`config.mk`:
```
export PLATFORM = sky130hd
export DESIGN_NAME = llmgr_linksrv
export DESIGN_NICKNAME = d
export VERILOG_FILES = /design/src/rtl/llmgr_linksrv.sv
export SDC_FILE = /design/constraint.sdc
export NUM_CORES = 2
export LEC_CHECK = 0
export ABC_AREA = 1
export BUFFER_PORTS_ARGS = -buffer_cell sky130_fd_sc_hd__buf_2
export CELL_PAD_IN_SITES_DETAIL_PLACEMENT = 2
export CELL_PAD_IN_SITES_GLOBAL_PLACEMENT = 2
export CORE_AREA = 2 2 457 459
export CTS_BUF_LIST = sky130_fd_sc_hd__clkbuf_16
export CTS_CLUSTER_DIAMETER = 50
export DETAILED_ROUTE_END_ITERATION = 10
export DIE_AREA = 0 0 459 461
export HOLD_SLACK_MARGIN = 0.12
export PLACE_DENSITY_LB_ADDON = 0.1
export SLEW_MARGIN = 20
export SYNTH_ARGS = -nofsm -noshare
export SYNTH_HDL_FRONTEND = slang
export SYNTH_SLANG_ARGS = --single-unit
```
`constraint.sdc`:
```
create_clock -name clk -period 28 [get_ports clk]
set_clock_uncertainty 0.2 [all_clocks]
set_input_delay 2.8 -clock clk [delete_from_list [all_inputs] [get_ports clk]]
set_output_delay 2.8 -clock clk [all_outputs]
set_load 0.03 [all_outputs]
```
`src/rtl/llmgr_linksrv.sv`:
```
// Link-memory server: owns the page link memory and the free-page list threaded through it.
// Optional double-free detection is enabled by defining LLMGR_LINKSRV_DBLFREE_EN.
module llmgr_linksrv #(
  parameter int lpsz  = 8,
  parameter int lpdsz = lpsz + 1
) (
  input  logic             clk,
  input  logic             reset,
  output logic             par_srdy,
  input  logic             par_drdy,
  output logic [lpsz-1:0]  par_page,
  input  logic             lnp_srdy,
  output logic             lnp_drdy,
  input  logic [lpsz-1:0]  lnp_addr,
  input  logic [lpdsz-1:0] lnp_data,
  input  logic             rlp_srdy,
  output logic             rlp_drdy,
  input  logic [lpsz-1:0]  rlp_rd_page,
  output logic             rlpr_srdy,
  input  logic             rlpr_drdy,
  output logic [lpdsz-1:0] rlpr_data,
  input  logic             lprt_srdy,
  output logic             lprt_drdy,
  input  logic [lpsz-1:0]  lprt_page_list,
  output logic [lpsz:0]    free_cnt,
  output logic             err_dblfree
);

  localparam int               npages    = 1 << lpsz;
  localparam logic [lpsz-1:0]  last_page = '1;
  localparam logic [lpdsz-1:0] stop_page = {1'b1, {(lpdsz-1){1'b0}}};
  localparam logic [lpsz:0]    full_cnt  = {1'b1, {lpsz{1'b0}}};

  typedef enum logic {S_INIT, S_RUN} state_t;

  state_t           state_reg;
  logic [lpsz-1:0]  init_ptr_reg;
  logic [lpsz-1:0]  free_head_reg;
  logic [lpsz-1:0]  free_tail_reg;
  logic [lpsz:0]    free_cnt_reg;
  logic [lpsz:0]    free_cnt_next;
  logic             head_pend_reg;
  logic             rd_busy_reg;
  logic             rd_fresh_reg;
  logic [lpdsz-1:0] rlpr_hold_reg;

  logic [lpdsz-1:0] mem [npages];
  logic [lpdsz-1:0] mem_rd_reg;
  logic             mem_we;
  logic [lpsz-1:0]  mem_waddr;
  logic [lpdsz-1:0] mem_wdata;
  logic [lpsz-1:0]  mem_raddr;

  logic run, par_xfer, rlp_xfer, lprt_xfer, lnp_xfer, ret_valid, ret_link;

  assign run       = (state_reg == S_RUN);
  assign par_srdy  = run && (free_cnt_reg != '0) && !head_pend_reg;
  assign par_page  = free_head_reg;
  assign par_xfer  = par_srdy && par_drdy;
  assign rlp_drdy  = run && !rd_busy_reg && !par_xfer;
  assign rlp_xfer  = rlp_srdy && rlp_drdy;
  // A return racing an allocation would touch the list head while it is being replaced.
  assign lprt_drdy = run && !(par_xfer && ((free_cnt_reg <= (lpsz+1)'(1)) || head_pend_reg));
  assign lprt_xfer = lprt_srdy && lprt_drdy;
  assign lnp_drdy  = run && !lprt_xfer;
  assign lnp_xfer  = lnp_srdy && lnp_drdy;
  assign ret_link  = lprt_xfer && ret_valid && ((free_cnt_reg != full_cnt) || par_xfer);
  assign free_cnt_next = free_cnt_reg + (lpsz+1)'(ret_link) - (lpsz+1)'(par_xfer);

  assign free_cnt  = free_cnt_reg;
  assign rlpr_srdy = rd_busy_reg;
  // The first response cycle reads the RAM register directly; afterwards a held copy.
  assign rlpr_data = rd_fresh_reg ? mem_rd_reg : rlpr_hold_reg;
  assign mem_raddr = par_xfer ? free_head_reg : rlp_rd_page;

  always_comb begin
    mem_we    = 1'b0;
    mem_waddr = init_ptr_reg;
    mem_wdata = stop_page;
    if (state_reg == S_INIT) begin
      mem_we = 1'b1;
      if (init_ptr_reg != last_page)
        mem_wdata = lpdsz'(init_ptr_reg + lpsz'(1));
    end else if (ret_link && (free_cnt_reg != '0)) begin
      mem_we    = 1'b1;
      mem_waddr = free_tail_reg;
      mem_wdata = lpdsz'(lprt_page_list);
    end else if (lnp_xfer) begin
      mem_we    = 1'b1;
      mem_waddr = lnp_addr;
      mem_wdata = lnp_data;
    end
  end

  // Write-first single-port-read RAM.
  always_ff @(posedge clk) begin
    if (mem_we)
      mem[mem_waddr] <= mem_wdata;
    mem_rd_reg <= (mem_we && (mem_waddr == mem_raddr)) ? mem_wdata : mem[mem_raddr];
  end

  always_ff @(posedge clk) begin
    if (reset) begin
      state_reg     <= S_INIT;
      init_ptr_reg  <= '0;
      free_head_reg <= '0;
      free_tail_reg <= '0;
      free_cnt_reg  <= '0;
      head_pend_reg <= 1'b0;
      rd_busy_reg   <= 1'b0;
      rd_fresh_reg  <= 1'b0;
      rlpr_hold_reg <= '0;
    end else begin
      case (state_reg)
        S_INIT: begin
          init_ptr_reg <= init_ptr_reg + lpsz'(1);
          if (init_ptr_reg == last_page) begin
            state_reg     <= S_RUN;
            free_head_reg <= '0;
            free_tail_reg <= last_page;
            free_cnt_reg  <= full_cnt;
          end
        end
        default: begin
          free_cnt_reg  <= free_cnt_next;
          head_pend_reg <= par_xfer;
          if (head_pend_reg)
            free_head_reg <= mem_rd_reg[lpsz-1:0];
          // Refilling an empty list overrides the stale head fetched for the last page.
          if (ret_link) begin
            free_tail_reg <= lprt_page_list;
            if (free_cnt_reg == '0)
              free_head_reg <= lprt_page_list;
          end
          if (rlp_xfer)
            rd_busy_reg <= 1'b1;
          else if (rlpr_drdy)
            rd_busy_reg <= 1'b0;
          rd_fresh_reg <= rlp_xfer;
          if (rd_fresh_reg)
            rlpr_hold_reg <= mem_rd_reg;
        end
      endcase
    end
  end

`ifdef LLMGR_LINKSRV_DBLFREE_EN
  logic [npages-1:0] alloc_map_reg;
  logic [npages-1:0] alloc_map_next;
  logic              err_reg;

  assign ret_valid   = alloc_map_reg[lprt_page_list];
  assign err_dblfree = err_reg;

  genvar gi;
  generate
    for (gi = 0; gi < npages; gi++) begin : g_map
      assign alloc_map_next[gi] =
        (par_xfer && (free_head_reg == lpsz'(gi)))   ? 1'b1 :
        (lprt_xfer && (lprt_page_list == lpsz'(gi))) ? 1'b0 : alloc_map_reg[gi];
    end
  endgenerate

  always_ff @(posedge clk) begin
    if (reset) begin
      alloc_map_reg <= '0;
      err_reg       <= 1'b0;
    end else begin
      alloc_map_reg <= alloc_map_next;
      if (lprt_xfer && !ret_valid)
        err_reg <= 1'b1;
    end
  end
`else
  assign ret_valid   = 1'b1;
  assign err_dblfree = 1'b0;
`endif

endmodule

```
==> flow_summary.ini <==
[timing]
rsz0062_at_grt = false
slew_headroom_pct = 19.1
hold_violations = 0
fmax_ghz = 0.104
finalCritPeriodShare_pct = 34.5
finalSetupTns_ns = 0
drv_slew = 0
fin_crit_ns = 9.66
worst-slew-pin-transition_ns = 1.21
setup_viol = 0

[yosys]
syn-num-nets = 8330
yosysWarnings = 0
synth_cells = 8271
ys_seq_area_share_pct = 72.8
synth_ff_type = edfxtp_1
synth.distinct_cells = 38
synthArstFlopShare_pct = 0
synth_edf_count = 2304
syn_area_per_cell_um2 = 11.7
synth_seq_cells = 2358
netlist_area_um2 = 96600

[critical_path]
cp_top_family = buffers and inverters
cpPeakStageDelay_ns = 0.83
worst_ep_required_time_ns = 25.00
crit_fanout = 185
arrival_ns = 6.66
cp_cell_sequence = inv_8 -> buf_12 -> buf_4 -> buf_4 -> nand2_1 -> nand3_1 -> nand3_1 -> nand3_1 -> nand3_1 -> nand3_1 -> nand3_1 -> nand3_1 -> nand3_1 -> nand2_1 -> buf_2
worstSetupStartpointType = register
critical_path_buf_inv_count = 5
cpMaxStageDelayCell = buf_4
endpoint_kind = output pin
path_common_cell = nand3_1
path_class = reg2out

[route]
drt_iter0_markers = 6987
ant_nets = 0
wl_um = 360000
viasPerCell = 6.23
wl_per_cell_um = 32.5
drc_errors = 0
vias = 69100
drt_pass1_iterations = 6

[die]
start_util_pct = 46.8
dieArea_um2 = 212000
io_pins = 72
coreArea_um2 = 206000
die_w_um = 459
dieHeight_um = 461
rows = 167

[cts]
root_buffer = clkbuf_16
insertion_delay_ns = 0.94
clkSinkCount = 2358
cts_max_level = 5
post_cts_resized = 0
post_cts_buffers = 0
cts_buffers = 295
cts_buffer_depth = 4
clk_pin_slew_ns = 0.05
hold_buffers = 0
cts_tree = done

[pwr]
worst_ir_drop_vdd_uv = 86.2
power.total_mw = 7.97
power_leakage_nw = 38.2
p_per_area_nw_per_um2 = 73.7

[placement]
dpl_cell_area_um2 = 99100
gp_congestion = 0.827
hpwlAfterDp_um = 202000
io_buffer_count = 70

[layout]
area_growth_syn_to_layout_pct = 12.1
final_cell_mix = 2372 x nand2_1, 2304 x edfxtp_1, 2258 x nand3_1
largest_reg_flops = 2304
final_area_um2 = 108000
drive_gt1_share_pct = 9.02
final_common_cell = nand2_1
nets = 8246

[min_path]
worstHoldPathType = reg2reg

[job]
cap_violations = 0

[grt]
grt_pass1_vias = 75100
grt_max_degree = 200
grt-ovfl-total = 0
grt_pass1_wl_um = 526000
antenna_found_initial = 12
track_usage_pct = 33.9

[status]
outcome = complete, no violations
## final cells by class
class | count | area (µm²)
Clock buffer | 303 | 7580
Clock inverter | 191 | 1360
Sequential cell | 2358 | 70300
Multi-Input combinational cell | 5244 | 23800
Timing Repair Buffer | 180 | 1370
Inverter | 108 | 438
Tap cell | 2704 | 3380
Fill cell | 19800 | 98200
Antenna cell | 10 | 25.0
## cell families (layout without fill, tap and decap cells)
family	count (synthesis)	after routing	synth area share (%)
and+or+nand+nor	5051	5051	23.2
buffers and inverters	669	782	2.79
DFF	2358	2358	72.8
xor gates and xnor gates	3	3	0.0272
AOI/OAI and AO/OA	170	170	1.01
other	1	11	0.00388
adders and majority gates	19	19	0.254
## tightest hold or removal path: cells and delay by family (launching register included)
family / cells / cell delay (ns)
AO/OA/AOI/OAI: 1 / 0.05
flip-flops: 1 / 0.31
AND/OR/NAND/NOR: 1 / 0.06
## power breakdown
group	switching, mW	internal, mW	leakage [nW]
Combinational	0.374	0.0953	12.2
Clock	1.51	2.11	4.61
Sequential	0.00841	3.87	21.4
## worst paths after layout
check                                from          endpoint  slack (ns)  cells after the start
worst max register to register   register  rlpr_hold_reg[2]       22.01                     15
worst min register to register  rlpr_srdy         rlpr_srdy        0.28                      2
worst max-delay path             register      rlpr_data[2]       18.34                     15
worst min-delay path            rlpr_srdy         rlpr_srdy        0.28                      2
## per-stage QoR
step,utilization [%],cells,setup slack [ns],hold slack [ns]
final,52.4,11100,18.34,0.278
after global placement,48.0,10600,19.38,0.266
after floorplan,-,8271,12.07,0.259
after detailed placement,48.0,10600,19.38,0.268
after CTS,52.4,11100,18.28,0.276
after global routing,52.4,11100,18.10,0.311
## cells in the mapped netlist, types with 8 or more instances
cell / instances / area (µm²)
nand4_1: 8 / 50.1
nor2_2: 61 / 382
nor3_1: 9 / 45.0
ha_1: 18 / 225
dfxtp_1: 54 / 1080
nand3_2: 18 / 180
a21oi_1: 31 / 155
inv_1: 84 / 315
clkbuf_1: 420 / 1580
o21ai_0: 98 / 490
nor2_4: 9 / 101
nor2_1: 279 / 1050
buf_4: 9 / 67.6
nand3_4: 8 / 140
buf_1: 82 / 308
o22ai_1: 22 / 138
edfxtp_1: 2304 / 69200
buf_2: 36 / 180
nand3_1: 2259 / 11300
nand2_2: 19 / 119
inv_2: 17 / 63.8
buf_6: 14 / 158
a22oi_1: 8 / 60.1
nand2_1: 2376 / 8920
## per-layer routing
metal | global-route usage, % | wire [µm] | vias to the layer above
met2 | 57.5 | 180000 | 2586
li1 | - | - | 29200
met3 | 4.68 | 21500 | 774
met5 | 0 | 48 | -
met4 | 15.2 | 16300 | 8
met1 | 43.3 | 142000 | 36600
No activity file was read; power rests on OpenSTA's default activity.
